===== src/rtl/cardinal_pkg.sv =====
// cardinal_pkg: shared constants and types for the Cardinal ring output-link
// arbiter.
//   CARDINAL_DW / CARDINAL_NREQ : default packet width and requester count
//   vc_e                        : virtual channel / link phase (VC_EVEN, VC_ODD)
//   REQ_CW/REQ_CCW/REQ_PE       : requester indices
//   rr_next()                   : round-robin successor of an index modulo n
package cardinal_pkg;

  localparam int unsigned CARDINAL_DW   = 64;
  localparam int unsigned CARDINAL_NREQ = 3;
  localparam int unsigned NUM_VC        = 2;

  typedef enum logic {
    VC_EVEN = 1'b0,
    VC_ODD  = 1'b1
  } vc_e;

  localparam int unsigned REQ_CW  = 0;
  localparam int unsigned REQ_CCW = 1;
  localparam int unsigned REQ_PE  = 2;

  localparam logic [15:0] GNT_CNT_MAX = 16'hFFFF;

  function automatic int unsigned rr_next(input int unsigned idx, input int unsigned n);
    return (idx + 1 >= n) ? 0 : idx + 1;
  endfunction

endpackage


===== src/rtl/cardinal_rr_pick.sv =====
// cardinal_rr_pick: combinational NREQ-wide round-robin picker.
//   elig : eligible requester mask
//   ptr  : highest-priority index (0..NREQ-1)
//   gnt  : one-hot winner, first eligible index from ptr upward, wrapping
//   vld  : at least one requester was eligible
module cardinal_rr_pick
  import cardinal_pkg::*;
#(
  parameter int unsigned NREQ = CARDINAL_NREQ,
  parameter int unsigned PW   = (NREQ > 1) ? $clog2(NREQ) : 1
) (
  input  logic [NREQ-1:0] elig,
  input  logic [PW-1:0]   ptr,
  output logic [NREQ-1:0] gnt,
  output logic            vld
);

  logic [PW:0]   sum;
  logic [PW-1:0] idx;

  always_comb begin
    gnt = '0;
    vld = 1'b0;
    sum = '0;
    idx = '0;
    for (int unsigned off = 0; off < NREQ; off++) begin
      // ptr < NREQ, so one conditional subtract is a complete modulo
      sum = {1'b0, ptr} + (PW+1)'(off);
      if (sum >= (PW+1)'(NREQ)) begin
        sum = sum - (PW+1)'(NREQ);
      end
      idx = sum[PW-1:0];
      if (!vld && elig[idx]) begin
        gnt[idx] = 1'b1;
        vld      = 1'b1;
      end
    end
  end

endmodule


===== src/rtl/cardinal_link_arb.sv =====
// cardinal_link_arb: round-robin arbiter sharing one outgoing ring link among
// NREQ requesters (cw, ccw, PE/NIC) over two virtual channels, each with a
// one-entry output slot. The link phase (polarity) toggles every cycle; the
// slot of the VC matching the phase drains when the downstream is ready.
//   clk, reset          : clock, asynchronous active-high reset
//   req/req_vc/req_data : per-requester packet, its VC and payload
//   gnt                 : combinational one-hot grant (transfer at req&gnt)
//   polarity            : current link phase (0 = even VC owns link)
//   so/data_out         : registered send-out valid and packet
//   ro                  : downstream ready for the VC selected by polarity
//   gnt_cnt             : saturating per-requester grant counters, present
//                         only when CARDINAL_ARB_STATS_EN is defined
module cardinal_link_arb
  import cardinal_pkg::*;
#(
  parameter int unsigned NREQ = CARDINAL_NREQ,
  parameter int unsigned DW   = CARDINAL_DW
) (
  input  logic               clk,
  input  logic               reset,
  input  logic [NREQ-1:0]    req,
  input  logic [NREQ-1:0]    req_vc,
  input  logic [NREQ*DW-1:0] req_data,
  output logic [NREQ-1:0]    gnt,
  output logic               polarity,
  output logic               so,
  input  logic               ro,
  output logic [DW-1:0]      data_out
`ifdef CARDINAL_ARB_STATS_EN
  ,
  output logic [NREQ*16-1:0] gnt_cnt
`endif
);

  localparam int unsigned PW = (NREQ > 1) ? $clog2(NREQ) : 1;

  vc_e                          polarity_q, polarity_d;
  logic [NUM_VC-1:0]            buf_full_q, buf_full_d;
  logic [NUM_VC-1:0][DW-1:0]    buf_data_q, buf_data_d;
  logic [NUM_VC-1:0][PW-1:0]    rr_ptr_q, rr_ptr_d;
  logic                         so_q, so_d;
  logic [DW-1:0]                data_out_q, data_out_d;

  logic [NUM_VC-1:0][NREQ-1:0]  elig;
  logic [NUM_VC-1:0][NREQ-1:0]  win;
  logic [NUM_VC-1:0]            win_vld;
  logic [NUM_VC-1:0]            drain_vc;

  // Eligibility is gated by reset so gnt reads 0 while reset is held even
  // though the cleared slots would otherwise accept requests.
  always_comb begin
    elig = '0;
    if (!reset) begin
      for (int unsigned v = 0; v < NUM_VC; v++) begin
        for (int unsigned i = 0; i < NREQ; i++) begin
          elig[v][i] = req[i] & (req_vc[i] == v[0]) & ~buf_full_q[v];
        end
      end
    end
  end

  for (genvar v = 0; v < NUM_VC; v++) begin : g_vc
    cardinal_rr_pick #(
      .NREQ (NREQ),
      .PW   (PW)
    ) u_pick (
      .elig (elig[v]),
      .ptr  (rr_ptr_q[v]),
      .gnt  (win[v]),
      .vld  (win_vld[v])
    );
  end

  always_comb begin
    gnt = '0;
    for (int unsigned v = 0; v < NUM_VC; v++) begin
      gnt = gnt | win[v];
    end
  end

  always_comb begin
    polarity_d  = (polarity_q == VC_EVEN) ? VC_ODD : VC_EVEN;
    drain_vc[0] = buf_full_q[0] & ro & (polarity_q == VC_EVEN);
    drain_vc[1] = buf_full_q[1] & ro & (polarity_q == VC_ODD);
    so_d        = |drain_vc;
    data_out_d  = data_out_q;
    if (drain_vc[0]) begin
      data_out_d = buf_data_q[0];
    end else if (drain_vc[1]) begin
      data_out_d = buf_data_q[1];
    end

    buf_full_d = buf_full_q;
    buf_data_d = buf_data_q;
    rr_ptr_d   = rr_ptr_q;
    // A draining slot was full at cycle start, so it cannot also win here;
    // refill of that VC happens no earlier than the following cycle.
    for (int unsigned v = 0; v < NUM_VC; v++) begin
      if (drain_vc[v]) begin
        buf_full_d[v] = 1'b0;
      end
      if (win_vld[v]) begin
        buf_full_d[v] = 1'b1;
        for (int unsigned i = 0; i < NREQ; i++) begin
          if (win[v][i]) begin
            buf_data_d[v] = req_data[i*DW +: DW];
            rr_ptr_d[v]   = PW'(rr_next(i, NREQ));
          end
        end
      end
    end
  end

  always_ff @(posedge clk or posedge reset) begin
    if (reset) begin
      polarity_q <= VC_EVEN;
      buf_full_q <= '0;
      buf_data_q <= '0;
      rr_ptr_q   <= '0;
      so_q       <= 1'b0;
      data_out_q <= '0;
    end else begin
      polarity_q <= polarity_d;
      buf_full_q <= buf_full_d;
      buf_data_q <= buf_data_d;
      rr_ptr_q   <= rr_ptr_d;
      so_q       <= so_d;
      data_out_q <= data_out_d;
    end
  end

  assign polarity = polarity_q;
  assign so       = so_q;
  assign data_out = data_out_q;

`ifdef CARDINAL_ARB_STATS_EN
  logic [NREQ-1:0][15:0] gnt_cnt_q, gnt_cnt_d;

  always_comb begin
    gnt_cnt_d = gnt_cnt_q;
    for (int unsigned i = 0; i < NREQ; i++) begin
      if (gnt[i] && (gnt_cnt_q[i] != GNT_CNT_MAX)) begin
        gnt_cnt_d[i] = gnt_cnt_q[i] + 16'd1;
      end
    end
  end

  always_ff @(posedge clk or posedge reset) begin
    if (reset) begin
      gnt_cnt_q <= '0;
    end else begin
      gnt_cnt_q <= gnt_cnt_d;
    end
  end

  assign gnt_cnt = gnt_cnt_q;
`endif

endmodule


===== config.mk =====
export PLATFORM = sky130hd
export DESIGN_NAME = cardinal_link_arb
export DESIGN_NICKNAME = d
export VERILOG_FILES = /design/src/rtl/cardinal_pkg.sv /design/src/rtl/cardinal_rr_pick.sv /design/src/rtl/cardinal_link_arb.sv
export SDC_FILE = /design/constraint.sdc
export NUM_CORES = 1
export LEC_CHECK = 0
export CAP_MARGIN = 10
export CORE_MARGIN = 2
export CORE_UTILIZATION = 30
export CTS_CLUSTER_DIAMETER = 60
export DETAILED_ROUTE_END_ITERATION = 10
export PLACE_DENSITY = 0.63
export SLEW_MARGIN = 10
export SYNTH_ARGS = -nofsm -noshare
export SYNTH_HDL_FRONTEND = slang
export SYNTH_SLANG_ARGS = --single-unit

===== constraint.sdc =====
create_clock -name clk -period 18.77 [get_ports clk]
set_input_delay 3.754 -clock clk [delete_from_list [all_inputs] [get_ports clk]]
set_output_delay 3.754 -clock clk [all_outputs]
set_load 0.01 [all_outputs]

==> flow_summary_export.csv <==
group,metric,value,unit
die,die_h,200,um
clocking,cts_root_buf,"clkbuf_16",
status,status,"finished, final reports clean",
clocking,cts.path.max_buffers,2,
die,fp.dieW,200,um
detailed_routing,vias,9663,
clocking,insertion_delay,0.43,ns
worst_hold_path,hold_path.class,"flip-flop to flip-flop",
logic_synthesis,yosysWarnings,0,
worst_setup_path,slowest_stage,"or4b_1",
timing,max_freq,0.0916,GHz
clocking,cts_inserted_buffers,17,
layout,diodes,0,
logic_synthesis,syn-mean-instance-area,9.64,um^2
timing,fin_crit_sh,58.1,%
timing,worstMarginPinSlew,0.965,ns
logic_synthesis,synth-seq-cells,200,
worst_setup_path,arrival,7.16,ns
logic_synthesis,yosys.cell_types.count,54,
placement,place_congestion,0.805,
die,die_area,40000,um^2
clocking,htree_levels,4,
power,leakage,0.00568,uW
power,net-switching-power,783,uW
die,initial_core_util,30.5,%
timing,setup_tns,0,ns
global_routing,grt_pass1_wl,54800,um
detailed_routing,ant_nets,0,
clocking,post_cts_resized,0,
timing,setup_viol,0,
placement,port_buffers,269,
layout,syn_to_final_growth,31.1,%
power,seq_power_share,37.9,%
worst_setup_path,start_kind,"input port",
power,max-vdd-ir-drop,0.0564,mV
clocking,clkTransAtPathRegs,0.07,ns
worst_setup_path,worstPathRequired,15.02,ns
worst_setup_path,path_cells,"clkdlybuf4s50_1 -> or4b_1 -> or4_1 -> o21ai_1 -> o21ai_1 -> and2_2 -> buf_4 -> nand2b_1 -> clkdlybuf4s50_1",
global_routing,antenna_found_initial,0,
global_routing,grt_max_degree,82,
detailed_routing,drtIter0Drc,488,
logic_synthesis,synth_edf_count,0,
clocking,post_cts_buffers,0,
timing,finalMaxSlewViolations,0,
global_routing,grt_pass1_vias,9902,
power,internal_power,1300,uW
detailed_routing,drt-total-wl,35100,um
power,finalPower,2080,uW
layout,n_fill_cell,3737,
detailed_routing,first_pass_iters,5,
global_routing,overflow,0,
die,rows,71,
global_routing,track_usage,17.7,%
worst_setup_path,cp-end-kind,"output port",
power,powerDensity,138,nW/um^2
logic_synthesis,synth-async-reset-ratio,100,%
detailed_routing,route.detailed.drc,0,
die,coreArea,37800,um^2
flow_run,cap_violations,0,
worst_setup_path,cp_slowest_stage_delay,0.74,ns
timing,rsz0062_at_grt,"false",
worst_setup_path,crit_type,"input port to output port",
power,clock_power_share,18.7,%
clocking,cts_tree,"built",
power,p_sw_share,37.6,%
worst_setup_path,critPathMaxFanout,39,
placement,hpwl,22800,um
timing,min_period,10.91,ns
timing,slew_headroom,35.7,%
die,pin_count,270,
logic_synthesis,syn-cell-area,11500,um^2
logic_synthesis,synth_ff_type,"dfrtp_1",
power,p_comb_share,43.4,%
logic_synthesis,postSynthCellCount,1195,
logic_synthesis,yosysSeqAreaShare,43.5,%
detailed_routing,vias_per_cell,5.02,
layout,final_nets,1608,
layout,layout-drive-gt1-share,12.0,%
timing,final_hold_viol_count,0,
timing,skew,0.00896,ns
clocking,hold_buffers,0,
clocking,cts_sinks,200,
logic_synthesis,synth_nets,1404,
detailed_routing,post_drt_wl_per_cell,18.3,um
layout by cell type, fill, tap and decap left out, types with 5 or more instances in the layout:
master,instances
o21ai_1,81
mux2i_1,127
nor2b_1,63
dfrtp_1,200
a211oi_1,25
buf_4,14
inv_1,5
nand2_1,208
nand2b_1,7
o21ai_0,183
a211oi_2,40
nor2_1,8
clkbuf_16,17
clkdlybuf4s50_1,269
ha_1,8
a21oi_1,14
mux2_2,64
critical path: cells and delay by family:
kind                   cells  cell delay, ns
AND/OR/NAND/NOR            4            1.53
AO/OA/AOI/OAI              2            0.37
buffers and inverters      3            1.48
cell families after synthesis:
| family | after synthesis | share of synthesized area [%] |
|---|---|---|
| multiplexers | 191 | 17.3 |
| buffers and inverters | 104 | 4.75 |
| adder cells (fa/ha/maj) | 8 | 0.869 |
| AO/OA/AOI/OAI | 358 | 19.4 |
| AND/OR/NAND/NOR | 334 | 14.2 |
| flip-flops | 200 | 43.5 |
cell usage after synthesis, types with 4 or more instances:
| cell type | instances | share of area, % |
|---|---|---|
| nand2_1 | 209 | 6.8 |
| dfrtp_1 | 200 | 43 |
| o21ai_0 | 183 | 8.0 |
| mux2i_1 | 127 | 11 |
| o21ai_1 | 81 | 3.5 |
| mux2_2 | 64 | 6.3 |
| nor2b_1 | 63 | 3.4 |
| clkbuf_1 | 51 | 1.7 |
| a211oi_2 | 40 | 4.3 |
| a211oi_1 | 25 | 1.6 |
| buf_2 | 20 | 0.87 |
| buf_6 | 17 | 1.7 |
| a21oi_1 | 14 | 0.61 |
| buf_1 | 9 | 0.29 |
| ha_1 | 8 | 0.87 |
| nor2_1 | 8 | 0.26 |
| nand2b_1 | 7 | 0.38 |
| inv_1 | 6 | 0.20 |
| nand3_1 | 5 | 0.22 |
| nand4b_1 | 4 | 0.30 |
| nor3_1 | 4 | 0.17 |
layer usage:
metal  up-vias  share of wire, %  track usage (%)
met3        28               5.1             2.74
met1      4726                45             23.5
li1       4639                 -                -
met4         0               1.3             4.39
met5         -                 0                0
met2       270                49             30.0
state kept, by name, summed over array words and instances (netlist names):
register,count
polarity,1
buf_data_q,128
buf_full_q,2
data_out,64
so,1
rr_ptr_q,4
power by group through the flow:
stage / Sequential [uW] / Clock (uW) / Combinational (uW)
2_1_floorplan: 787 / 0 / 559
3_3_place_gp: 791 / 0 / 896
3_5_place_dp: 796 / 0 / 914
4_1_cts: 790 / 401 / 916
5_1_grt: 817 / 420 / 1000
6_report: 789 / 391 / 905
metrics by stage:
stage               hold WS, ns  cell area (um^2)  utilization (%)  instances  worst slack (ns)
floorplan                 0.444             11500                -       1195              9.25
global placement          0.449             14500             38.4       1891              7.87
detailed placement        0.460             14500             38.4       1891              7.89
CTS                       0.478             15100             40.0       1923              7.86
global route              0.502             15100             40.0       1923              7.70
finish                    0.476             15100             40.0       1923              7.86
final cells by class:
type	instances	area, um^2	area share, %
clock buffer	19	453	3.00
sequential	200	5000	33.1
tap	511	639	4.23
multi-input combinational	891	6020	39.8
clock inverter	13	160	1.06
timing repair buffer	283	2800	18.5
inverter	6	30.0	0.199
worst paths after layout:
kind	startpoint	endpoint	slack, ns	depth (start not counted)
max	reset	gnt[2]	7.86	9
min	buf_data_q[10]	data_out[10]	0.48	2
max reg2reg	rr_ptr_q[1]	buf_data_q[60]	13.62	12
min reg2reg	buf_data_q[10]	data_out[10]	0.48	2
max in group asynchronous	reset	data_out[49]	13.42	3
min in group asynchronous	reset	buf_full_q[1]	4.02	2
Note: power is estimated with default switching activity, not from simulation.
